### src/rtl/bk_pkg.sv
// Shared types and constants for the backup-RAM save/load sequencer.
package bk_pkg;

  localparam int SECTOR_BITS = 9;
  localparam int LBA_W       = 32;

  typedef enum logic [1:0] {
    IDLE = 2'd0,
    REQ  = 2'd1,
    XFER = 2'd2
  } bk_state_t;

endpackage

### src/rtl/bk_if.sv
// Control/status bundle between the OSD/hps_io side and the backup-RAM sequencer.
interface bk_if;
  import bk_pkg::*;

  logic             ioctl_download;
  logic             img_mounted;
  logic             img_readonly;
  logic [63:0]      img_size;
  logic             bk_load;
  logic             bk_save;
  logic [23:0]      ram_mask;
  logic             sd_ack;
  logic [LBA_W-1:0] sd_lba;
  logic             sd_rd;
  logic             sd_wr;
  logic             bk_loading;
  logic             bk_busy;
  logic             bk_ena;

  modport master (
    input  ioctl_download, img_mounted, img_readonly, img_size,
    input  bk_load, bk_save, ram_mask, sd_ack,
    output sd_lba, sd_rd, sd_wr, bk_loading, bk_busy, bk_ena
  );

  modport slave (
    output ioctl_download, img_mounted, img_readonly, img_size,
    output bk_load, bk_save, ram_mask, sd_ack,
    input  sd_lba, sd_rd, sd_wr, bk_loading, bk_busy, bk_ena
  );

endinterface

### src/rtl/bk_edge_det.sv
// Rise/fall detector: registers the input once and compares against the live value.
module bk_edge_det (
  input  logic clk,
  input  logic rst,
  input  logic i_d,
  output logic o_rise,
  output logic o_fall
);

  logic r_q;

  always_ff @(posedge clk or posedge rst) begin
    if (rst) r_q <= 1'b0;
    else     r_q <= i_d;
  end

  assign o_rise = i_d & ~r_q;
  assign o_fall = ~i_d & r_q;

endmodule

### src/rtl/bk_sequencer.sv
// Backup-RAM sector sequencer: walks sd_lba from 0 to the last sector, issuing sd_rd/sd_wr.
// Optional BK_AUTOLOAD_EN: start a load automatically when a ROM download ends.
module bk_sequencer
  import bk_pkg::*;
#(
  parameter int BSRAM_BITS = 15
) (
  input  logic clk_sys,
  input  logic reset,
  bk_if.master bus
);

  localparam int               CAP_W      = BSRAM_BITS - SECTOR_BITS;
  localparam logic [LBA_W-1:0] SECTOR_CAP = LBA_W'((1 << CAP_W) - 1);

  bk_state_t        r_state;
  logic [LBA_W-1:0] r_lba;
  logic             r_rd;
  logic             r_wr;
  logic             r_loading;
  logic             r_ena;

  logic             w_load_rise, w_load_fall;
  logic             w_save_rise, w_save_fall;
  logic             w_dl_rise,   w_dl_fall;
  logic             w_ack_rise,  w_ack_fall;
  logic             w_start_load;
  logic             w_start;
  logic             w_ena_set;
  logic [LBA_W-1:0] w_mask_last;
  logic [LBA_W-1:0] w_last;
  logic             w_unused_bits;

  bk_edge_det u_load_ed (
    .clk(clk_sys), .rst(reset), .i_d(bus.bk_load & r_ena),
    .o_rise(w_load_rise), .o_fall(w_load_fall)
  );

  bk_edge_det u_save_ed (
    .clk(clk_sys), .rst(reset), .i_d(bus.bk_save & r_ena),
    .o_rise(w_save_rise), .o_fall(w_save_fall)
  );

  bk_edge_det u_dl_ed (
    .clk(clk_sys), .rst(reset), .i_d(bus.ioctl_download),
    .o_rise(w_dl_rise), .o_fall(w_dl_fall)
  );

  bk_edge_det u_ack_ed (
    .clk(clk_sys), .rst(reset), .i_d(bus.sd_ack),
    .o_rise(w_ack_rise), .o_fall(w_ack_fall)
  );

  // The cartridge mask can describe more sectors than the backup RAM holds; clamp it.
  assign w_mask_last = LBA_W'(bus.ram_mask[23:SECTOR_BITS]);
  assign w_last      = (w_mask_last < SECTOR_CAP) ? w_mask_last : SECTOR_CAP;

`ifdef BK_AUTOLOAD_EN
  assign w_start_load = w_load_rise | (w_dl_fall & r_ena);
`else
  assign w_start_load = w_load_rise;
`endif

  assign w_start   = w_start_load | w_save_rise;
  assign w_ena_set = bus.ioctl_download & bus.img_mounted &
                     (bus.img_size != 64'd0) & ~bus.img_readonly;

  assign w_unused_bits = ^{w_load_fall, w_save_fall, w_dl_fall,
                           bus.ram_mask[SECTOR_BITS-1:0]};

  always_ff @(posedge clk_sys or posedge reset) begin
    if (reset) begin
      r_state   <= IDLE;
      r_lba     <= '0;
      r_rd      <= 1'b0;
      r_wr      <= 1'b0;
      r_loading <= 1'b0;
      r_ena     <= 1'b0;
    end else begin
      if (w_dl_rise) r_ena <= 1'b0;
      if (w_ena_set) r_ena <= 1'b1;

      // A new download invalidates whatever transfer is under way.
      if (w_dl_rise && (r_state != IDLE)) begin
        r_state   <= IDLE;
        r_rd      <= 1'b0;
        r_wr      <= 1'b0;
        r_loading <= 1'b0;
      end else begin
        case (r_state)
          IDLE: begin
            if (w_start) begin
              r_state   <= REQ;
              r_lba     <= '0;
              r_loading <= w_start_load;
              r_rd      <= w_start_load;
              r_wr      <= ~w_start_load;
            end
          end
          REQ: begin
            if (w_ack_rise) begin
              r_rd    <= 1'b0;
              r_wr    <= 1'b0;
              r_state <= XFER;
            end
          end
          XFER: begin
            if (w_ack_fall) begin
              if (r_lba >= w_last) begin
                r_state   <= IDLE;
                r_loading <= 1'b0;
              end else begin
                // r_loading doubles as the transfer direction for the next sector.
                r_lba   <= r_lba + LBA_W'(1);
                r_rd    <= r_loading;
                r_wr    <= ~r_loading;
                r_state <= REQ;
              end
            end
          end
          default: r_state <= IDLE;
        endcase
      end
    end
  end

  assign bus.sd_lba     = r_lba;
  assign bus.sd_rd      = r_rd;
  assign bus.sd_wr      = r_wr;
  assign bus.bk_loading = r_loading;
  assign bus.bk_ena     = r_ena;
  assign bus.bk_busy    = (r_state != IDLE);

endmodule

### src/flat_wrapper.sv
// flat-port wrapper written by rule: the top's interface ports become plain ports
module bk_sequencer_flat import bk_pkg::*;
#(
  parameter int BSRAM_BITS = 15
)
  (clk_sys, reset, bus_ioctl_download, bus_img_mounted, bus_img_readonly, bus_img_size, bus_bk_load, bus_bk_save, bus_ram_mask, bus_sd_ack, bus_sd_lba, bus_sd_rd, bus_sd_wr, bus_bk_loading, bus_bk_busy, bus_bk_ena);
  bk_if bus_i ();
  input  logic clk_sys;
  input  logic reset;
  input wire logic [$bits(bus_i.ioctl_download)-1:0] bus_ioctl_download;
  input wire logic [$bits(bus_i.img_mounted)-1:0] bus_img_mounted;
  input wire logic [$bits(bus_i.img_readonly)-1:0] bus_img_readonly;
  input wire logic [$bits(bus_i.img_size)-1:0] bus_img_size;
  input wire logic [$bits(bus_i.bk_load)-1:0] bus_bk_load;
  input wire logic [$bits(bus_i.bk_save)-1:0] bus_bk_save;
  input wire logic [$bits(bus_i.ram_mask)-1:0] bus_ram_mask;
  input wire logic [$bits(bus_i.sd_ack)-1:0] bus_sd_ack;
  output wire logic [$bits(bus_i.sd_lba)-1:0] bus_sd_lba;
  output wire logic [$bits(bus_i.sd_rd)-1:0] bus_sd_rd;
  output wire logic [$bits(bus_i.sd_wr)-1:0] bus_sd_wr;
  output wire logic [$bits(bus_i.bk_loading)-1:0] bus_bk_loading;
  output wire logic [$bits(bus_i.bk_busy)-1:0] bus_bk_busy;
  output wire logic [$bits(bus_i.bk_ena)-1:0] bus_bk_ena;
  assign bus_i.ioctl_download = bus_ioctl_download;
  assign bus_i.img_mounted = bus_img_mounted;
  assign bus_i.img_readonly = bus_img_readonly;
  assign bus_i.img_size = bus_img_size;
  assign bus_i.bk_load = bus_bk_load;
  assign bus_i.bk_save = bus_bk_save;
  assign bus_i.ram_mask = bus_ram_mask;
  assign bus_i.sd_ack = bus_sd_ack;
  assign bus_sd_lba = bus_i.sd_lba;
  assign bus_sd_rd = bus_i.sd_rd;
  assign bus_sd_wr = bus_i.sd_wr;
  assign bus_bk_loading = bus_i.bk_loading;
  assign bus_bk_busy = bus_i.bk_busy;
  assign bus_bk_ena = bus_i.bk_ena;
  bk_sequencer #(.BSRAM_BITS(BSRAM_BITS)) u_core (.clk_sys(clk_sys), .reset(reset), .bus(bus_i));
endmodule
### config.mk
export PLATFORM = sky130hd
export DESIGN_NAME = bk_sequencer_flat
export DESIGN_NICKNAME = d
export VERILOG_FILES = /design/src/rtl/bk_pkg.sv /design/src/rtl/bk_if.sv /design/src/rtl/bk_edge_det.sv /design/src/rtl/bk_sequencer.sv /design/src/flat_wrapper.sv
export SDC_FILE = /design/constraint.sdc
export NUM_CORES = 1
export LEC_CHECK = 0
export BUFFER_PORTS_ARGS = -buffer_cell sky130_fd_sc_hd__buf_2
export CELL_PAD_IN_SITES_DETAIL_PLACEMENT = 0
export CELL_PAD_IN_SITES_GLOBAL_PLACEMENT = 2
export CORE_MARGIN = 10
export CORE_UTILIZATION = 28
export CTS_BUF_LIST = sky130_fd_sc_hd__clkbuf_4 sky130_fd_sc_hd__clkbuf_8 sky130_fd_sc_hd__clkbuf_16
export CTS_CLUSTER_DIAMETER = 100
export DETAILED_ROUTE_END_ITERATION = 12
export GPL_TIMING_DRIVEN = 1
export HOLD_SLACK_MARGIN = 0.12
export PLACE_DENSITY = 0.86
export SLEW_MARGIN = 20
export SYNTH_ARGS = -nofsm -noshare
export SYNTH_HDL_FRONTEND = slang
export SYNTH_HIERARCHICAL = 1
export SYNTH_SLANG_ARGS = --single-unit
### constraint.sdc
create_clock -name clk_sys -period 6.35 [get_ports clk_sys]
set_input_delay 0 -clock clk_sys [delete_from_list [all_inputs] [get_ports clk_sys]]
set_output_delay 0 -clock clk_sys [all_outputs]
set_load 0.01 [all_outputs]
==> impl_metrics.yaml, run 1 <==
status:
  outcome: "finished clean"
cts:
  clock_sinks: 42
  worstSkewPairLatency_ns: 0.30
  cts_root_buf: "clkbuf_8"
  htreeDepth: 2
  cts_tree: "built"
  post_cts_buffers: 0
  cts_buffer_depth: 2
  cts_buffers: 5
  cts.clk_slew.worst_paths_ns: 0.08
min_path:
  worstHoldStart: "bus_sd_ack"
  holdCritPathClass: "primary input to flip-flop"
  whs_endpoint: "u_core/u_ack_ed/r_q"
  min_path_cells: 2
critical_path:
  end_kind: "flip-flop"
  crit_chain: "inv_1, ha_1, inv_2, o32ai_2, nand3_1, or4_1, a21oi_1"
  r2r_cells: 7
  cp_max_fo: 13
  arrival_ns: 2.97
  crit_slowest_cell: "or4_1"
  r2r_start: "u_core/r_state[0]"
  r2r-end: "u_core/bus.sd_lba[14]"
  r2r_slack_ns: 3.61
  cp_slowest_stage_delay_ns: 0.59
  crit_type: "flip-flop to flip-flop"
  cp.required_ns: 6.57
  worst-path-buf-inv: 2
  cpLargestDelayFamily: "simple AND/OR/NAND/NOR gates"
  crit_path_start: "u_core/r_state[0]"
  startpoint_type: "flip-flop"
cells_and_area:
  postLayoutCellArea_um2: 3550
  nets: 532
  finish.utilization: 0.390
  num_antenna_cells: 0
  syn_to_final_growth_pct: 36.9
  drive_gt1_frac: 0.345
sta:
  setup_viol_count_final: 0
  skew_ns: 0.00616
  relSlewSlack: 0.358
  fin_setup_tns_ns: 0
  fin_hold_ws_ns: 0.361
  fin_crit_ns: 2.74
  maxSlewViolCount: 0
  tightest_slew_ns: 0.959
  finalHoldViolations: 0
  max_freq_mhz: 365
  fin_crit_sh: 0.432
  rsz0062_at_grt: "false"
drt:
  drt_wl_total_um: 8290
  drt-vias-per-instance: 5.09
  drt-pass1-iter-count: 4
  post_drt_wl_per_cell_um: 15.7
  remaining_drc_errors: 0
  drt-initial-drc-count: 147
  ant_nets: 0
  vias: 2689
place:
  gp_congestion: 0.760
  port_buffers: 123
  dp_hpwl_um: 6800
  place_area_um2: 3350
floorplan:
  core_um2: 9110
  die_y_um: 116
  die_area_um2: 13500
  die_w_um: 116
  io-pin-count: 133
  start_util: 0.285
  rows: 35
synth:
  syn_inst: 275
  synth_area_um2: 2590
  avgSynthCellArea_um2: 9.43
  yosys_warnings: 6
run:
  cap_violations: 0
grt:
  grt_pass1_wl_um: 13500
  grt_start_max_net_pins: 38
  antenna_found_initial: 0
  grt_overflow: 0
  grt_pass1_vias: 2868
  grt_use_total: 0.125
power:
  power_density_nw_per_um2: 217
  ir_worst_vdd_uv: 123
  leakage_nw: 1.83
## flip-flops by register name, summed over array words and instances (netlist names)
signal	flops
u_core/u_load_ed/r_q	1
u_core/bus.sd_wr	1
u_core/bus.bk_ena	1
u_core/bus.sd_rd	1
u_core/u_dl_ed/r_q	1
u_core/u_ack_ed/r_q	1
u_core/bus.sd_lba	32
u_core/u_save_ed/r_q	1
u_core/r_state	2
u_core/bus.bk_loading	1
## worst reg2reg max path, stage by stage (launching register included)
cell,delay [ns]
dfrtp_1,0.42
inv_1,0.10
ha_1,0.30
inv_2,0.13
o32ai_2,0.50
nand3_1,0.46
or4_1,0.60
a21oi_1,0.15
## routing by layer
layer  global-route usage  vias to the layer above  wire (um)
met5                    0                        -          0
met4               0.0267                        0         53
met3               0.0591                        6        804
met2                0.205                      109       4000
met1                0.144                     1257       3440
li1                     -                     1317          -
## power breakdown
part	total [mW]	switching (mW)	leakage [nW]	internal, mW
clock	0.205	0.0947	0.0575	0.110
combinational	0.252	0.146	1.20	0.105
sequential	0.314	0.0226	0.571	0.291
## per-stage QoR
stage                     cells  total power, mW  setup slack, ns
after CTS                   528            0.779             3.62
after global routing        528            0.827             3.41
after detailed placement    511            0.568             3.36
after floorplan             283            0.472             3.80
after global placement      511            0.562             3.36
final                       528            0.770             3.61
## cell usage in the layout (no fill, tap or decap), drive strengths merged, types with 5 or more instances in the layout
cell type    instances
clkbuf               8
o21ai                9
buf                124
inv                 13
a21oi               19
nor2b                9
nand3                8
dlygate4sd3          9
nand2               20
nand4                8
ha                  20
nor3                 5
or4                  8
conb                 9
dfrtp               42
nand2b               6
and2                18
nor4                24
and3                 5
nor2                14
o31ai                8
## worst max-delay path by stage
stage,endpoint,slack (ns),cells after the start
2_1_floorplan,u_core/bus.sd_lba[10],3.80,11
3_3_place_gp,u_core/bus.sd_lba[5],3.36,11
3_5_place_dp,u_core/bus.sd_lba[11],3.36,11
4_1_cts,u_core/bus.sd_lba[11],3.62,7
5_1_grt,u_core/bus.sd_lba[12],3.41,7
6_report,u_core/bus.sd_lba[14],3.61,7
## layout make-up
cell class	instances	area (um2)
Fill cell	952	5560
Clock buffer	8	110
Inverter	13	48.8
Tap cell	111	139
Timing Repair Buffer	133	713
Multi-Input combinational cell	221	1490
Sequential cell	42	1050
## timing repair
| action | in CTS | in global routing |
|---|---|---|
| hold endpoints to repair | 47 | 0 |
| gates resized for setup | 0 | 0 |
| endpoints found under the setup margin | 0 | 0 |
| hold buffers | 9 | 0 |
Power figures use the tool's default switching activity.
==> inputs of run 2 (changes only) <==
--- a/config.mk
+++ b/config.mk
@@ -5,17 +5,18 @@
 export SDC_FILE = /design/constraint.sdc
 export NUM_CORES = 1
 export LEC_CHECK = 0
+export ABC_AREA = 1
 export BUFFER_PORTS_ARGS = -buffer_cell sky130_fd_sc_hd__buf_2
 export CELL_PAD_IN_SITES_DETAIL_PLACEMENT = 0
 export CELL_PAD_IN_SITES_GLOBAL_PLACEMENT = 2
 export CORE_MARGIN = 10
-export CORE_UTILIZATION = 28
+export CORE_UTILIZATION = 25
 export CTS_BUF_LIST = sky130_fd_sc_hd__clkbuf_4 sky130_fd_sc_hd__clkbuf_8 sky130_fd_sc_hd__clkbuf_16
 export CTS_CLUSTER_DIAMETER = 100
 export DETAILED_ROUTE_END_ITERATION = 12
 export GPL_TIMING_DRIVEN = 1
 export HOLD_SLACK_MARGIN = 0.12
-export PLACE_DENSITY = 0.86
+export PLACE_DENSITY = 0.8
 export SLEW_MARGIN = 20
 export SYNTH_ARGS = -nofsm -noshare
 export SYNTH_HDL_FRONTEND = slang
==> constraint.sdc (replaced) <==
create_clock -name clk_sys -period 2.65 [get_ports clk_sys]
set_input_delay 0 -clock clk_sys [delete_from_list [all_inputs] [get_ports clk_sys]]
set_output_delay 0 -clock clk_sys [all_outputs]
set_load 0.01 [all_outputs]
==> run 2 against run 1 <==
Flip-flop and latch count stayed put. Cell area is 11% higher. Synthesized cell count is 41% higher. Worst setup slack worse by 3.3 ns. Register-to-register slack worse by 3.2 ns. Clock skew is 0.00071 ns lower. Die area is 20% higher. Sequential power is 130% higher. Clock power grew to 3.4 times the previous value. Sequential share of layout area is 2.8 points lower.
==> impl_metrics.yaml, run 2 <==
cts:
  worstSkewPairLatency_ns: 0.28
  cts_buffer_depth: 2
  htreeDepth: 2
  post_cts_buffers: 0
  cts_root_buf: "clkbuf_16"
  cts_buffers: 5
  cts_tree: "built"
  cts.clk_slew.worst_paths_ns: 0.06
  clock_sinks: 42
cells_and_area:
  mostFrequentLayoutCell: "buf_2"
  postLayoutCellArea_um2: 3920
  num_antenna_cells: 0
  largest_reg_flops: 32
  syn_to_final_growth_pct: 36.2
  nets: 650
  drive_gt1_frac: 0.299
  final_cell_mix: "123 x buf_2, 75 x nand2_1, 64 x inv_1, 64 x nor2_1, 42 x dfrtp_1"
critical_path:
  cp_slowest_stage_delay_ns: 0.28
  end_kind: "flip-flop"
  cp.required_ns: 2.86
  critPathMostFrequentCell: "nand2_1"
  crit_type: "primary input to flip-flop"
  arrival_ns: 2.58
  crit_chain: "buf_2, nor2_1, nand2_1, nor3_1, inv_1, nor4_1, inv_1, or2_2, inv_1, ha_1, a21oi_1, nor2_1, nor2_1, nand2_1, nand2_1, nand3_2, nand2_4, nand2_4, clkinv_4, nand2_1, o21ai_2"
  startpoint_type: "primary input"
  cp_max_fo: 32
  crit_slowest_cell: "or2_2"
min_path:
  holdCritPathClass: "primary input to async pin"
synth:
  avgSynthCellArea_um2: 7.40
  yosys_warnings: 6
  syn_inst: 389
  synth_area_um2: 2880
floorplan:
  rows: 39
  die_y_um: 127
  die_area_um2: 16200
  core_um2: 11400
  start_util: 0.253
  io-pin-count: 133
  die_w_um: 127
drt:
  vias: 2990
  drt-initial-drc-count: 121
  drt_wl_total_um: 9120
  drt-vias-per-instance: 4.41
  drt-pass1-iter-count: 4
  post_drt_wl_per_cell_um: 13.4
  remaining_drc_errors: 0
  ant_nets: 0
place:
  place_area_um2: 3690
  dp_hpwl_um: 7590
  gp_congestion: 0.790
  dp_slack_ns: 0.0534
  port_buffers: 123
power:
  ir_worst_vdd_uv: 276
  power_mw: 2.21
  leakage_nw: 2.19
  power_density_nw_per_um2: 563
sta:
  max_freq_mhz: 422
  fin_crit_sh: 0.895
  fin_crit_ns: 2.37
  fin_setup_tns_ns: 0
  maxSlewViolCount: 0
  relSlewSlack: 0.663
  tightest_slew_ns: 0.506
  skew_ns: 0.00545
  rsz0062_at_grt: "false"
  finalHoldViolations: 0
  setup_viol_count_final: 0
  layout_setup_ws_ns: 0.278
grt:
  grt_overflow: 0
  antenna_found_initial: 0
  grt_pass1_wl_um: 15600
  grt_start_max_net_pins: 38
  grt_use_total: 0.114
  grt_pass1_vias: 3394
run:
  cap_violations: 0
status:
  outcome: "finished clean"
-- run 2: path summary, 6_finish.rpt --
path	depth (start not counted)	start	end	slack [ns]
setup / recovery	21	bus_ram_mask[18]	u_core/bus.sd_lba[7]	0.28
hold / removal	3	reset	u_core/u_load_ed/r_q	0.15
setup reg to reg	12	u_core/bus.sd_lba[11]	u_core/bus.sd_lba[7]	0.45
hold reg to reg	2	u_core/bus.sd_rd	u_core/bus.sd_rd	0.48
max in group asynchronous	4	reset	u_core/bus.sd_lba[21]	1.82
min in group clk_sys	2	bus_sd_ack	u_core/u_ack_ed/r_q	0.40
-- run 2: cell type report --
class	instances	area (um2)
Tap cell	143	179
Sequential cell	42	1050
Timing Repair Buffer	136	731
Clock inverter	3	40.0
Multi-Input combinational cell	283	1550
Clock buffer	5	125
Inverter	66	253
Fill cell	1238	7450
-- run 2: critical path, delay by kind of cell --
| kind | cells | cell delay (ns) |
|---|---|---|
| and+or+nand+nor | 13 | 1.58 |
| AOI/OAI and AO/OA | 2 | 0.20 |
| adders and majority gates | 1 | 0.22 |
| buffers and inverters | 5 | 0.54 |
-- run 2: power breakdown --
part / switching [mW] / total [mW] / internal, mW
sequential: 0.0419 / 0.733 / 0.691
clock: 0.247 / 0.688 / 0.441
combinational: 0.540 / 0.789 / 0.250
total: 0.828 / 2.21 / 1.38
-- run 2: per-stage QoR --
step           instances  utilization  hold WS, ns
2_1_floorplan        397            -       -0.271
3_3_place_gp         663        0.324       -0.110
3_5_place_dp         663        0.324       -0.106
4_1_cts              678        0.345        0.149
5_1_grt              678        0.345        0.161
6_report             678        0.345        0.150
-- run 2: routing by layer --
layer,global-route usage,vias up,routed length [um]
li1,-,1525,-
met1,0.126,1359,3870
met2,0.203,104,4450
met3,0.0434,2,771
met4,0.0221,0,27
met5,0,-,0
-- run 2: timing repair --
action                     4_1_cts  5_1_grt
hold buffers                     7        0
setup endpoints to repair        0        0
hold endpoints to repair        47        0
gates resized for setup          0        0
